`src/rtl/request_unit.sv`:
```
// request_unit: sequences instruction fetch, execute and data access, with retire and stall counters
module request_unit #(
    parameter int CNT_W = 16
) (
    input  logic             CLK,
    input  logic             nRST,
    input  logic [31:0]      imemload,
    input  logic             ihit,
    input  logic             dhit,
    input  logic             MemRead,
    input  logic             MemWrite,
    input  logic             halt,
    output logic [31:0]      instr_q,
    output logic             iREN,
    output logic             dREN,
    output logic             dWEN,
    output logic             pc_en,
    output logic             halted,
    output logic [CNT_W-1:0] instr_count,
    output logic [CNT_W-1:0] wait_cycles
);
    typedef enum logic [1:0] {FETCH, EXEC, MEM, HALT} state_t;
    state_t           state_q, state_d;
    logic [CNT_W-1:0] count_q, wait_q;
    logic             stall;
    assign stall       = (state_q == FETCH && !ihit) || (state_q == MEM && !dhit);
    assign halted      = state_q == HALT;
    assign instr_count = count_q;
    assign wait_cycles = wait_q;
    // next state and memory requests; a store wins over a load when both decode
    always_comb begin
        state_d = state_q;
        iREN    = 1'b0;
        dREN    = 1'b0;
        dWEN    = 1'b0;
        pc_en   = 1'b0;
        case (state_q)
            FETCH: begin
                iREN = 1'b1;
                if (ihit) state_d = EXEC;
            end
            EXEC: begin
                if (halt) state_d = HALT;
                else if (MemRead || MemWrite) state_d = MEM;
                else begin
                    pc_en   = 1'b1;
                    state_d = FETCH;
                end
            end
            MEM: begin
                dWEN = MemWrite;
                dREN = MemRead & ~MemWrite;
                if (dhit) begin
                    pc_en   = 1'b1;
                    state_d = FETCH;
                end
            end
            default: ;
        endcase
    end
    // state register; reset drops any in-flight data request at once
    always_ff @(posedge CLK or negedge nRST) begin
        if (!nRST) state_q <= FETCH;
        else       state_q <= state_d;
    end
    // instruction latch, loaded only by a completed fetch
    always_ff @(posedge CLK or negedge nRST) begin
        if (!nRST)                        instr_q <= '0;
        else if (state_q == FETCH && ihit) instr_q <= imemload;
    end
    // retire counter wraps, stall counter saturates
    always_ff @(posedge CLK or negedge nRST) begin
        if (!nRST) begin
            count_q <= '0;
            wait_q  <= '0;
        end else begin
            count_q <= count_q + CNT_W'(pc_en);
            wait_q  <= (stall && !(&wait_q)) ? wait_q + CNT_W'(1) : wait_q;
        end
    end
endmodule

```
`config.mk`:
```
export PLATFORM = sky130hd
export DESIGN_NAME = request_unit
export DESIGN_NICKNAME = d
export VERILOG_FILES = /design/src/rtl/request_unit.sv
export SDC_FILE = /design/constraint.sdc
export NUM_CORES = 1
export LEC_CHECK = 0
export ABC_CLOCK_PERIOD_IN_PS = 2000
export BUFFER_PORTS_ARGS = -buffer_cell sky130_fd_sc_hd__buf_2
export CORE_ASPECT_RATIO = 1.5
export CORE_MARGIN = 8
export CORE_UTILIZATION = 44
export CTS_CLUSTER_SIZE = 10
export DETAILED_ROUTE_END_ITERATION = 10
export PLACE_DENSITY = 0.73
export REMOVE_ABC_BUFFERS = 1
export SLEW_MARGIN = 20
export SYNTH_ARGS = -nofsm -noshare
export SYNTH_HDL_FRONTEND = slang
export SYNTH_SLANG_ARGS = --single-unit
export TNS_END_PERCENT = 50
```
`constraint.sdc`:
```
create_clock -name CLK -period 2 [get_ports CLK]
set_clock_uncertainty 0.2 [all_clocks]
set_input_delay 0.4 -clock CLK [delete_from_list [all_inputs] [get_ports CLK]]
set_output_delay 0.4 -clock CLK [all_outputs]
set_load 0.005 [all_outputs]
```
# Word-level counts from Yosys, hierarchy flattened
# Cells that the tools add are included.
[word_totals]
elab_cells = 38
input_bits = 39
register_bits = 66
[classes]
reduce_logical = 13
eq_ne = 5
mux = 12
n_bitwise = 2
n_addsub = 2
[op_table]
columns = ["cell", "n"]
rows = [
  ["adder 16 x 1 -> 16 bit", 1],
  ["adder 16 x 1 -> 16 bit (second input constant)", 1],
  ["AND reduction 16 bit", 1],
  ["2-to-1 mux 2 bit", 4],
  ["2-to-1 mux 1 bit", 6],
  ["case mux 2 bit (3 select lines)", 1],
  ["equality test 2 bit (second input constant)", 2],
  ["logical AND 1 bit", 4],
  ["!= test 2 bit (second input constant)", 2],
  ["zero test 1 bit", 3],
  ["AND reduction 3 bit", 1],
  ["nonzero test 3 bit", 1],
  ["equality test 2 x 1 -> 1 bit (second input constant)", 1],
  ["zero test 2 bit", 1],
  ["logical OR 1 bit", 2],
  ["case mux 1 bit (2 select lines)", 1],
  ["AND 1 bit", 1],
  ["NOT 1 bit", 1],
]

# Depth between registers and ports, before layout
[logic_depth]
word_depth = 5
mapped_depth = 10
depth_no_buf = 10

# Least setup slack after synthesis
# OpenSTA, ideal clock, no wires.
[synth_timing]
path_kind = "flip-flop to flip-flop"
start = "reg state_q[0]"
end = "reg count_q[12], in the netlist instr_count[12]"
path_stages_with_launch = 11
path_buffers = 0
arrival_ps = 1977
setup_slack_ps = -301
period_less_slack_ps = 2301
cell_sequence = "dfrtp_1 inv_1 ha_1 a22oi_1 nor2b_1 ha_1 ha_1 inv_1 nor4_1 nand2_1 xnor2_1"
[synth_between]
elab_chain_cells = 3
word_cells_on_any_way = 4
classes_between = "1 x add/sub; 2 x eq/ne; 1 x mux"
[synth_rtl]
columns = ["element", "line", "rtl"]
rows = [
  ["start, declared", "23", "state_t state_q, state_d;"],
  ["start signal, assigned", "64", "else state_q <= state_d;"],
  ["equality test 2 bit / equality test 2 x 1 -> 1 bit (equally long branches)", "37", "case (state_q)"],
  ["case mux 1 bit (2 select lines) *", "37", ""],
  ["via pc_en", "17", "output logic pc_en,"],
  ["adder 16 x 1 -> 16 bit *", "77", "count_q <= count_q + CNT_W'(pc_en);"],
  ["end signal, assigned", "77", ""],
  ["end, declared", "24", "logic [CNT_W-1:0] count_q, wait_q;"],
]
# Mark *: on every way through the listed nets, which the timed path passes. The rest lies on a longest branch.
# A chain may end at the register's enable or synchronous reset.

# Worst setup path in the final report
[layout_timing]
start = "reg state_q[1]"
end = "reg count_q[10], in the netlist instr_count[10]"
[layout_between]
elab_chain_cells = 3
word_cells_on_any_way = 4
classes_between = "1 x add/sub; 2 x eq/ne; 1 x mux"
[layout_rtl]
columns = ["element", "line"]
rows = [
  ["equality test 2 bit / equality test 2 x 1 -> 1 bit (equally long branches)", "37"],
  ["case mux 1 bit (2 select lines) *", "37"],
  ["adder 16 x 1 -> 16 bit *", "77"],
]
# Mark *: on every way between the ends. The rest lies on a longest branch, timed or not.

==> metrics.md <==
| Metric | Value |
|---|---|
| Critical path launch point type | `register` |
| Buffer depth of the longest clock path | `2` |
| Hold Vio Cnt, Final | `0` |
| Setup WS post-layout | `-23.0 ps` |
| Die Y-Extent | `115 microns` |
| Gate power share | `34.0%` |
| Final Slew Violations | `0` |
| Share of cells above drive strength 1 | `57.3%` |
| Total internal power | `3.39 mW` |
| Die width | `81.8 microns` |
| Max cap viols | `0` |
| Status | `complete, but fails checks` |
| DR iter-0 viols | `57` |
| Cell Count, Final, Fillers Out | `430` |
| DR top layer | `met4` |
| # port buffers | `107` |
| Wire per inst | `15.7 microns` |
| Measured slew at the worst slew-check pin | `349 ps` |
| Met2 routed WL | `3450 microns` |
| Commonest non-fill, non-tap cell in the layout | `buf_2` |
| Critical path endpoint category | `register` |
| # placed instances | `408` |
| Dominant cell type by area after synthesis | `dfrtp_1` |
| Met1 Wirelength | `2470 microns` |
| Slew margin rel. | `76.7%` |
| Pwr per Cell Area | `1200 mW/mm^2` |
| Via Count | `2153` |
| Mapped Cells | `215` |
| FF/Latch Area | `0.00165 sq mm` |
| Initial antenna violation count | `0` |
| Psw | `1.46 mW` |
| Flop pwr share | `43.1%` |
| Post-DR vias/cell | `5.01` |
| Synthesis-stage register bit count | `66` |
| First-pass GRT wire length | `10700 microns` |
| # clock sinks | `66` |
| Switching part of the total | `30.1%` |
| Post-Syn Area | `0.00286 sq mm` |
| Grt total ovfl | `0` |
| Remaining antenna violation count | `0` |
| Filler cells | `505` |
| F_max | `0.494 GHz` |
| Setup Viol. Count Final | `2` |
| Placement Rows | `36` |
| Pre-CTS setup slack | `-373 ps` |
| Residual DRC | `0` |
| CP max FO | `4` |
| Leak | `2.09 nW` |
| Die ar. | `0.00939 sq mm` |
| Met3 WL | `645 microns` |
| Yosys warns | `0` |
| Nets | `395` |
| Largest net degree at the start of global routing | `67` |
| Critical setup path kind | `reg -> reg` |
| GRT Total Usage | `14.7%` |
| Syn_area_per_cell | `13.3 sq um` |
| Main flop type after synthesis | `dfrtp_1` |
| H-tree level count | `3` |
| Clk_lat worst skew | `340 ps` |
| Vias in the first global route | `2283` |
| Num CTS Buffers | `9` |
| Post-synthesis sequential area ratio | `57.7%` |
| Wirelength, routed | `6740 microns` |
| Hold crit path type | `in -> reg` |
| CP required | `2020 ps` |
| N_diodes | `0` |
| Post-synth EDFFs | `0` |
| DRT Pass-1 Iters | `4` |
| Commonest cells after routing, fill and taps aside | `107 x buf_2, 64 x dfrtp_1, 32 x mux2_2` |
| Core area | `0.00640 sq mm` |
| Failing checks | `setup timing` |
| Share of the synthesized area in the top cell type | `57.7%` |
| Ys async rst share | `100%` |
| TritonCTS clock tree | `yes` |
| Hold_ws | `87.5 ps` |
| Routability cong. | `0.816` |
| Count of cell types in the netlist | `39` |
| Fin crit period | `2020 ps` |
| Dpl hpwl | `4900 microns` |
| Setup TNS | `-33.1 ps` |
| RSZ-0062 raised after global routing | `yes` |
| Worst vdd ir | `0.740 mV` |
| Top cells by area, synth | `dfrtp_1 58%, mux2_2 13%, xor2_1 5.5%` |
| Tcrit/Tclk final | `101%` |
| Worst EP arrival | `2050 ps` |
| CTS clk-pin slew, worst paths | `70 ps` |
| Area of the multi-input gates | `0.00134 sq mm` |
| Io pins | `108` |
| Clock power share | `22.9%` |
| Synth-to-layout area growth | `41.1%` |
| Initial Utilization | `44.7%` |
| Clock root cell | `clkbuf_8` |
Yosys cell counts, types with 3 or more instances:
library cell,n
buf_1,3
inv_1,3
nand4_1,4
nor2_1,9
ha_1,7
mux2_2,32
dfrtp_1,66
nand2_1,12
nand3_1,8
xnor2_1,9
nor3_1,4
nor4_1,4
a21oi_1,5
xor2_1,18
flip-flops by register name, indices dropped and copies added (netlist names):
name,flops
wait_cycles,16
instr_q,32
instr_count,16
state_q,2
power by group through the flow:
stage	clock [mW]	sequential, mW	combinational, mW
5_1_grt	1.22	2.15	1.83
4_1_cts	1.15	2.08	1.67
6_report	1.11	2.09	1.65
3_5_place_dp	0	2.08	1.54
3_3_place_gp	0	2.06	1.50
2_1_floorplan	0	2.11	0.733
cell type report:
class | count | share of cell area, %
multi-input combinational | 142 | 33.3
timing repair buffer | 127 | 18.0
tap | 76 | 2.36
clock buffer | 14 | 4.03
clock inverter | 2 | 0.868
inverter | 3 | 0.403
sequential | 66 | 41.0
routing by layer:
metal / GRT usage (%) / vias to the layer above
li1: - / 1026
met2: 24.2 / 84
met3: 5.01 / 15
met1: 16.0 / 1028
met5: 0 / -
met4: 8.12 / 0
per-stage QoR:
stage | total power, mW | cell area (sq um) | util [%]
2_1_floorplan | 2.84 | 2850 | -
3_3_place_gp | 3.55 | 3610 | 56.4
3_5_place_dp | 3.62 | 3610 | 56.4
4_1_cts | 4.90 | 3970 | 62.0
5_1_grt | 5.20 | 4040 | 63.1
6_report | 4.85 | 4040 | 63.1
cell families (layout without fill, tap and decap cells):
logic type	Yosys count	after routing	synth area share [%]
flip-flops	66	66	57.7
AO/OA/AOI/OAI	13	13	2.84
adder cells (fa/ha/maj)	7	7	3.06
buffers and inverters	7	146	0.918
AND/OR/NAND/NOR	62	62	14.0
multiplexers	33	33	13.1
XOR/XNOR	27	27	8.27
timing repair:
| item | in CTS | in global routing |
|---|---|---|
| hold buffers | 1 | 0 |
| setup endpoints to repair | 20 | 28 |
| resized for setup | 24 | 15 |
| hold endpoints to repair | 66 | 0 |
| buffers inserted | 4 | 1 |
| pin swaps | 12 | 7 |
path summary, 6_finish.rpt:
kind	start	to	slack (ps)	cells past startpoint
worst max-delay path	state_q[1]$_DFFE_PN0P_	instr_count[10]$_DFF_PN0_	-20	10
worst min-delay path	imemload[5]	instr_q[5]$_DFFE_PN0P_	90	2
worst max register to register	state_q[1]$_DFFE_PN0P_	instr_count[10]$_DFF_PN0_	-20	10
worst min register to register	instr_count[15]$_DFF_PN0_	instr_count[15]$_DFF_PN0_	270	1
max in group asynchronous	nRST	state_q[1]$_DFFE_PN0P_	890	3
min in group asynchronous	nRST	wait_cycles[9]$_DFFE_PN0P_	400	3
worst max-delay path, cell delays in order, from the launching register on:
cell and delay [ps]:
dfrtp_2 440, inv_4 70, ha_4 160, a22oi_2 190, nor2b_4 70, ha_4 180
ha_4 160, buf_6 120, nand4_1 100, nor2_1 60, xor2_1 150
(Power assumes the default switching activity.)
